File: config.mk
export PLATFORM = sky130hd
export DESIGN_NAME = reg_write_arbiter_flat
export DESIGN_NICKNAME = d
export VERILOG_FILES = /design/src/rtl/reg_write_arbiter_pkg.sv /design/src/rtl/reg_write_arbiter_if.sv /design/src/rtl/reg_write_arbiter_rr_pick.sv /design/src/rtl/reg_write_arbiter.sv /design/src/flat_wrapper.sv
export SDC_FILE = /design/constraint.sdc
export NUM_CORES = 1
export LEC_CHECK = 0
export CORE_AREA = 8 8 65 67
export CTS_BUF_LIST = sky130_fd_sc_hd__clkbuf_2 sky130_fd_sc_hd__clkbuf_4 sky130_fd_sc_hd__clkbuf_8
export CTS_CLUSTER_SIZE = 25
export DETAILED_ROUTE_END_ITERATION = 10
export DIE_AREA = 0 0 73 75
export DONT_BUFFER_PORTS = 1
export GPL_TIMING_DRIVEN = 1
export PLACE_DENSITY = 0.58
export SLEW_MARGIN = 20
export SYNTH_ARGS = -nofsm -noshare
export SYNTH_HDL_FRONTEND = slang
export SYNTH_SLANG_ARGS = --single-unit
File: constraint.sdc
create_clock -name clk -period 4.95 [get_ports clk]
set_clock_uncertainty 0.05 [all_clocks]
set_input_delay 1.485 -clock clk [delete_from_list [all_inputs] [get_ports clk]]
set_output_delay 1.485 -clock clk [all_outputs]
set_load 0.01 [all_outputs]
File: src/rtl/reg_write_arbiter_pkg.sv
// Shared types and constants for the register-write arbiter slice.
package reg_write_arbiter_pkg;

  localparam int DEF_DATA_W   = 8;
  localparam int DEF_NUM_REQ  = 3;
  localparam int DEF_NUM_REGS = 4;
  localparam int ADDR_W       = 2;

  typedef enum logic [1:0] {
    IDLE = 2'b00,
    LOAD = 2'b01,
    ACK  = 2'b10
  } state_t;

  // Index width for n requesters; never collapses to zero bits.
  function automatic int idx_width(int n);
    return (n > 1) ? $clog2(n) : 1;
  endfunction

endpackage

File: src/rtl/reg_write_arbiter_if.sv
// Requester-side handshake plus the shared write bus to the register bank.
interface reg_write_arbiter_if
  import reg_write_arbiter_pkg::*;
#(
  parameter int DATA_W   = DEF_DATA_W,
  parameter int NUM_REQ  = DEF_NUM_REQ,
  parameter int NUM_REGS = DEF_NUM_REGS
) ();

  logic [NUM_REQ-1:0]        req;
  logic [NUM_REQ*ADDR_W-1:0] addr;
  logic [NUM_REQ*DATA_W-1:0] data;
  logic [NUM_REQ-1:0]        gnt;
  logic [NUM_REGS-1:0]       wr_load;
  logic [DATA_W-1:0]         wr_data;
  logic                      busy;

  // Requesters and the register bank.
  modport master (
    output req, addr, data,
    input  gnt, wr_load, wr_data, busy
  );

  // The arbiter itself.
  modport slave (
    input  req, addr, data,
    output gnt, wr_load, wr_data, busy
  );

endinterface

File: src/rtl/reg_write_arbiter_rr_pick.sv
// Combinational round-robin picker: searches upward from ptr+1, wrapping.
module rr_pick
  import reg_write_arbiter_pkg::*;
#(
  parameter int NUM_REQ = DEF_NUM_REQ,
  parameter int IDX_W   = idx_width(NUM_REQ)
) (
  input  logic [NUM_REQ-1:0] req,
  input  logic [IDX_W-1:0]   ptr,
  output logic [NUM_REQ-1:0] grant,
  output logic               valid
);

  // First set request at offsets 1..NUM_REQ from ptr wins; ptr itself is last.
  always_comb begin
    // NOTE: defaults come first so every path drives grant/valid and no latch is inferred.
    grant = '0;
    valid = 1'b0;
    for (int off = 1; off <= NUM_REQ; off++) begin
      for (int i = 0; i < NUM_REQ; i++) begin
        if (!valid && req[i] && (i == (int'(ptr) + off) % NUM_REQ)) begin
          grant[i] = 1'b1;
          valid    = 1'b1;
        end
      end
    end
  end

endmodule

File: src/rtl/reg_write_arbiter.sv
// Round-robin arbiter funnelling requester writes onto one register-bank bus.
// IDLE picks a winner, LOAD pulses wr_load for one cycle, ACK pulses gnt.
module reg_write_arbiter
  import reg_write_arbiter_pkg::*;
#(
  parameter int DATA_W   = DEF_DATA_W,
  parameter int NUM_REQ  = DEF_NUM_REQ,
  parameter int NUM_REGS = DEF_NUM_REGS
) (
  input logic                clk,
  input logic                clr,
  reg_write_arbiter_if.slave bus
);

  localparam int IDX_W = idx_width(NUM_REQ);

  state_t             state;
  logic [IDX_W-1:0]   ptr;
  logic [IDX_W-1:0]   winner;
  logic [NUM_REQ-1:0] pick_grant;
  logic               pick_valid;
  logic [IDX_W-1:0]   pick_idx;
  logic [ADDR_W-1:0]  pick_addr;
  logic [DATA_W-1:0]  pick_data;

  rr_pick #(
    .NUM_REQ (NUM_REQ),
    .IDX_W   (IDX_W)
  ) u_rr_pick (
    .req   (bus.req),
    .ptr   (ptr),
    .grant (pick_grant),
    .valid (pick_valid)
  );

  // Turn the one-hot winner into an index and steer out its addr/data slices.
  always_comb begin
    pick_idx  = '0;
    pick_addr = '0;
    pick_data = '0;
    for (int i = 0; i < NUM_REQ; i++) begin
      if (pick_grant[i]) begin
        pick_idx  = IDX_W'(i);
        pick_addr = bus.addr[i*ADDR_W +: ADDR_W];
        pick_data = bus.data[i*DATA_W +: DATA_W];
      end
    end
  end

  // Control FSM with registered outputs; the winner's request is captured on
  // IDLE->LOAD, so input churn during LOAD/ACK cannot disturb the write.
  always_ff @(posedge clk) begin
    // NOTE: non-blocking assignments make every register update from pre-edge values.
    if (clr) begin
      state       <= IDLE;
      ptr         <= IDX_W'(NUM_REQ - 1);
      winner      <= '0;
      bus.gnt     <= '0;
      bus.wr_load <= '0;
      bus.wr_data <= '0;
      bus.busy    <= 1'b0;
    end else begin
      unique case (state)
        IDLE: begin
          if (pick_valid) begin
            state       <= LOAD;
            winner      <= pick_idx;
            bus.wr_load <= NUM_REGS'(1) << pick_addr;
            bus.wr_data <= pick_data;
            bus.busy    <= 1'b1;
          end
        end
        LOAD: begin
          state       <= ACK;
          bus.wr_load <= '0;
          bus.gnt     <= NUM_REQ'(1) << winner;
          ptr         <= winner;
        end
        ACK: begin
          state    <= IDLE;
          bus.gnt  <= '0;
          bus.busy <= 1'b0;
        end
        default: begin
          state       <= IDLE;
          bus.gnt     <= '0;
          bus.wr_load <= '0;
          bus.busy    <= 1'b0;
        end
      endcase
    end
  end

endmodule
File: src/flat_wrapper.sv
// flat-port wrapper written by rule: the top's interface ports become plain ports
module reg_write_arbiter_flat import reg_write_arbiter_pkg::*;
#(
  parameter int DATA_W   = DEF_DATA_W,
  parameter int NUM_REQ  = DEF_NUM_REQ,
  parameter int NUM_REGS = DEF_NUM_REGS
)
  (clk, clr, bus_req, bus_addr, bus_data, bus_gnt, bus_wr_load, bus_wr_data, bus_busy);
  reg_write_arbiter_if #(.DATA_W(DATA_W), .NUM_REQ(NUM_REQ), .NUM_REGS(NUM_REGS)) bus_i ();
  input logic clk;
  input logic clr;
  input wire logic [$bits(bus_i.req)-1:0] bus_req;
  input wire logic [$bits(bus_i.addr)-1:0] bus_addr;
  input wire logic [$bits(bus_i.data)-1:0] bus_data;
  output wire logic [$bits(bus_i.gnt)-1:0] bus_gnt;
  output wire logic [$bits(bus_i.wr_load)-1:0] bus_wr_load;
  output wire logic [$bits(bus_i.wr_data)-1:0] bus_wr_data;
  output wire logic [$bits(bus_i.busy)-1:0] bus_busy;
  assign bus_i.req = bus_req;
  assign bus_i.addr = bus_addr;
  assign bus_i.data = bus_data;
  assign bus_gnt = bus_i.gnt;
  assign bus_wr_load = bus_i.wr_load;
  assign bus_wr_data = bus_i.wr_data;
  assign bus_busy = bus_i.busy;
  reg_write_arbiter #(.DATA_W(DATA_W), .NUM_REQ(NUM_REQ), .NUM_REGS(NUM_REGS)) u_core (.clk(clk), .clr(clr), .bus(bus_i));
endmodule
==> reports/qor.yml <==
syn2layout_area_growth_pct: 2.71
leakagePower_nw: 0.440
tritoncts: "built"
vias_per_cell: 5.94
diodes: 0
first_global_vias: 1085
synth_edf_count: 0
slew_violations: 0
placed_cells: 175
grt_pass1_wl_um: 5200
multi_input_area_um2: 743
drt_iter0_markers: 47
drive_gt1_share_pct: 9.85
synthFlopType: "dfxtp_1"
period_minus_slack_ns: 2.79
ys_types: 37
final_common_cell: "dfxtp_1"
hold_path_depth: 2
die_x_um: 73
p_comb_share_pct: 29.0
cts-resized-gates: 0
drv_cap: 0
portBuffers: 0
tightestPinTransition_ns: 0.736
clkTransAtPathRegs_ns: 0.12
antenna_found_initial: 0
setup_slack_ns: 2.16
synth_nets: 174
fin_cells: 178
final_cell_area_mm2: 0.00128
yosysWarningCount: 0
n_fill_cell: 331
hpwl_um: 2600
synth_async_sr_flop_share_pct: 0
start_kind: "input pin"
p_sw_mw: 0.148
grt_max_degree: 22
total_power_mw: 0.431
setup_viol: 0
power.clock.fraction_pct: 18.0
drc: 0
relSlewSlack_pct: 50.6
initial_core_util_pct: 38.5
end_kind: "flip-flop"
holdCritPathClass: "flip-flop to flip-flop"
ant_nets: 0
fmax_mhz: 358
top_layer_used: "met4"
synthCells: 137
post-route-period-util_pct: 56.4
core-area_mm2: 0.00323
worstSetupPathType: "input pin to flip-flop"
seq_power_share_pct: 53.0
final.setup.tns_ns: 0
cts_inserted_buffers: 3
gp_congestion: 0.937
ctsLongestPathBuffers: 2
met1Wirelength_um: 1240
outcome: "finished clean"
cp_slowest_stage_delay_ns: 0.56
ys_seq_area_share_pct: 35.4
route.detailed.wl_per_inst_um: 18.4
hold_slack_ns: 0.454
vias: 1058
overflow: 0
netSwitchingFraction_pct: 34.4
seq_area_um2: 440
nets: 171
rsz0062_at_grt: "false"
die_h_um: 75
final_util_pct: 39.6
cts.htree.levels: 1
ctsHoldBuffers: 0
insertion_delay_ns: 0.30
worstPathMaxFanout: 13
syn_area_mm2: 0.00124
p_per_area_mw_per_mm2: 337
synth-seq-cells: 22
drtPass1Iterations: 4
crit_slowest_cell: "nor4_4"
syn_area_per_cell_um2: 9.09
p_int_mw: 0.282
pre_cts_slack_ns: 1.80
track_usage_pct: 11.9
crit_required_ns: 5.15
layout_common_cells: "dfxtp_1, nor2_1, nand2b_1, nor3_1"
rr_worst_depth: 7
wl_met2_um: 1720
ios: 51
cts_root_buf: "clkbuf_4"
num_rows: 21
cts_setup_buffers: 0
dpl-instance-area_mm2: 0.00126
cp.arrival_ns: 2.99
drt-total-wl_um: 3270
hold_violations: 0
clock_sinks: 22
irDropWorstVdd_mv: 0.162
dr_wl_met3_um: 277
path_cells: "nor3_1 > nor4_4 > nand2b_1 > nor3_2 > a22o_1"
die-area_mm2: 0.00548
==> metal layers <==
layer	vias up	track usage (%)
li1	518	-
met1	501	12.9
met2	35	20.9
met3	4	3.86
met4	0	5.11
met5	-	0
==> path summary, 6_finish.rpt <==
path	slack, ns	endpoint	start
setup reg to reg	2.39	u_core.bus.wr_load[2]$_SDFFE_PP0P_	u_core.ptr[0]$_SDFFE_PP0P_
setup / recovery	2.16	u_core.bus.wr_load[2]$_SDFFE_PP0P_	bus_req[0]
hold reg to reg	0.45	u_core.bus.wr_load[0]$_SDFFE_PP0P_	u_core.bus.wr_load[0]$_SDFFE_PP0P_
hold / removal	0.45	u_core.bus.wr_load[0]$_SDFFE_PP0P_	u_core.bus.wr_load[0]$_SDFFE_PP0P_
==> final cells by class <==
type,instances,share of cell area [%]
Clock buffer,3,1.76
Inverter,4,1.17
Multi-Input combinational cell,103,58.1
Sequential cell,22,34.4
Tap cell,46,4.50
==> worst max-delay path, delay by kind of cell <==
| family | cells | cell delay [ns] |
|---|---|---|
| AO/OA/AOI/OAI | 1 | 0.17 |
| AND/OR/NAND/NOR | 4 | 1.34 |
==> power groups by stage <==
stage | Clock (mW) | Sequential, mW | Combinational [mW]
global placement | 0 | 0.233 | 0.123
finish | 0.0776 | 0.228 | 0.125
floorplan | 0 | 0.224 | 0.114
detailed placement | 0 | 0.233 | 0.127
global route | 0.0869 | 0.232 | 0.138
CTS | 0.0797 | 0.229 | 0.127
==> cells by family after synthesis <==
kind of cell    Yosys count  share of synthesized area (%)
simple gates             55                           25.2
compound gates           44                           30.9
flops                    22                           35.4
buf+inv                  12                           4.92
mux                       2                           1.61
fa+ha+maj                 2                           2.01
==> cell usage after synthesis (2+ instances only) <==
library cell,instances,share of area (%)
a2111oi_0,2,1.4
a211o_1,3,2.1
a21oi_1,8,3.2
a221oi_1,7,4.9
a22o_1,2,1.4
a41oi_1,2,1.4
and3_1,2,1.0
buf_2,4,1.6
clkbuf_1,2,0.60
dfxtp_1,22,35
ha_1,2,2.0
inv_1,4,1.2
mux2i_1,2,1.6
nand2_1,7,2.1
nand2b_1,10,5.0
nand3b_1,2,1.2
nor2_1,19,5.7
nor3_1,9,3.6
o211ai_1,2,1.2
o21a_1,2,1.2
o32ai_1,8,5.6
==> flip-flops by register name, summed over array words and instances (netlist names) <==
signal	cells
u_core.winner	2
u_core.bus.wr_load	4
u_core.bus.gnt	3
u_core.ptr	2
u_core.state	2
u_core.bus.wr_data	8
u_core.bus.busy	1
Note: power is estimated with default switching activity, not from simulation.
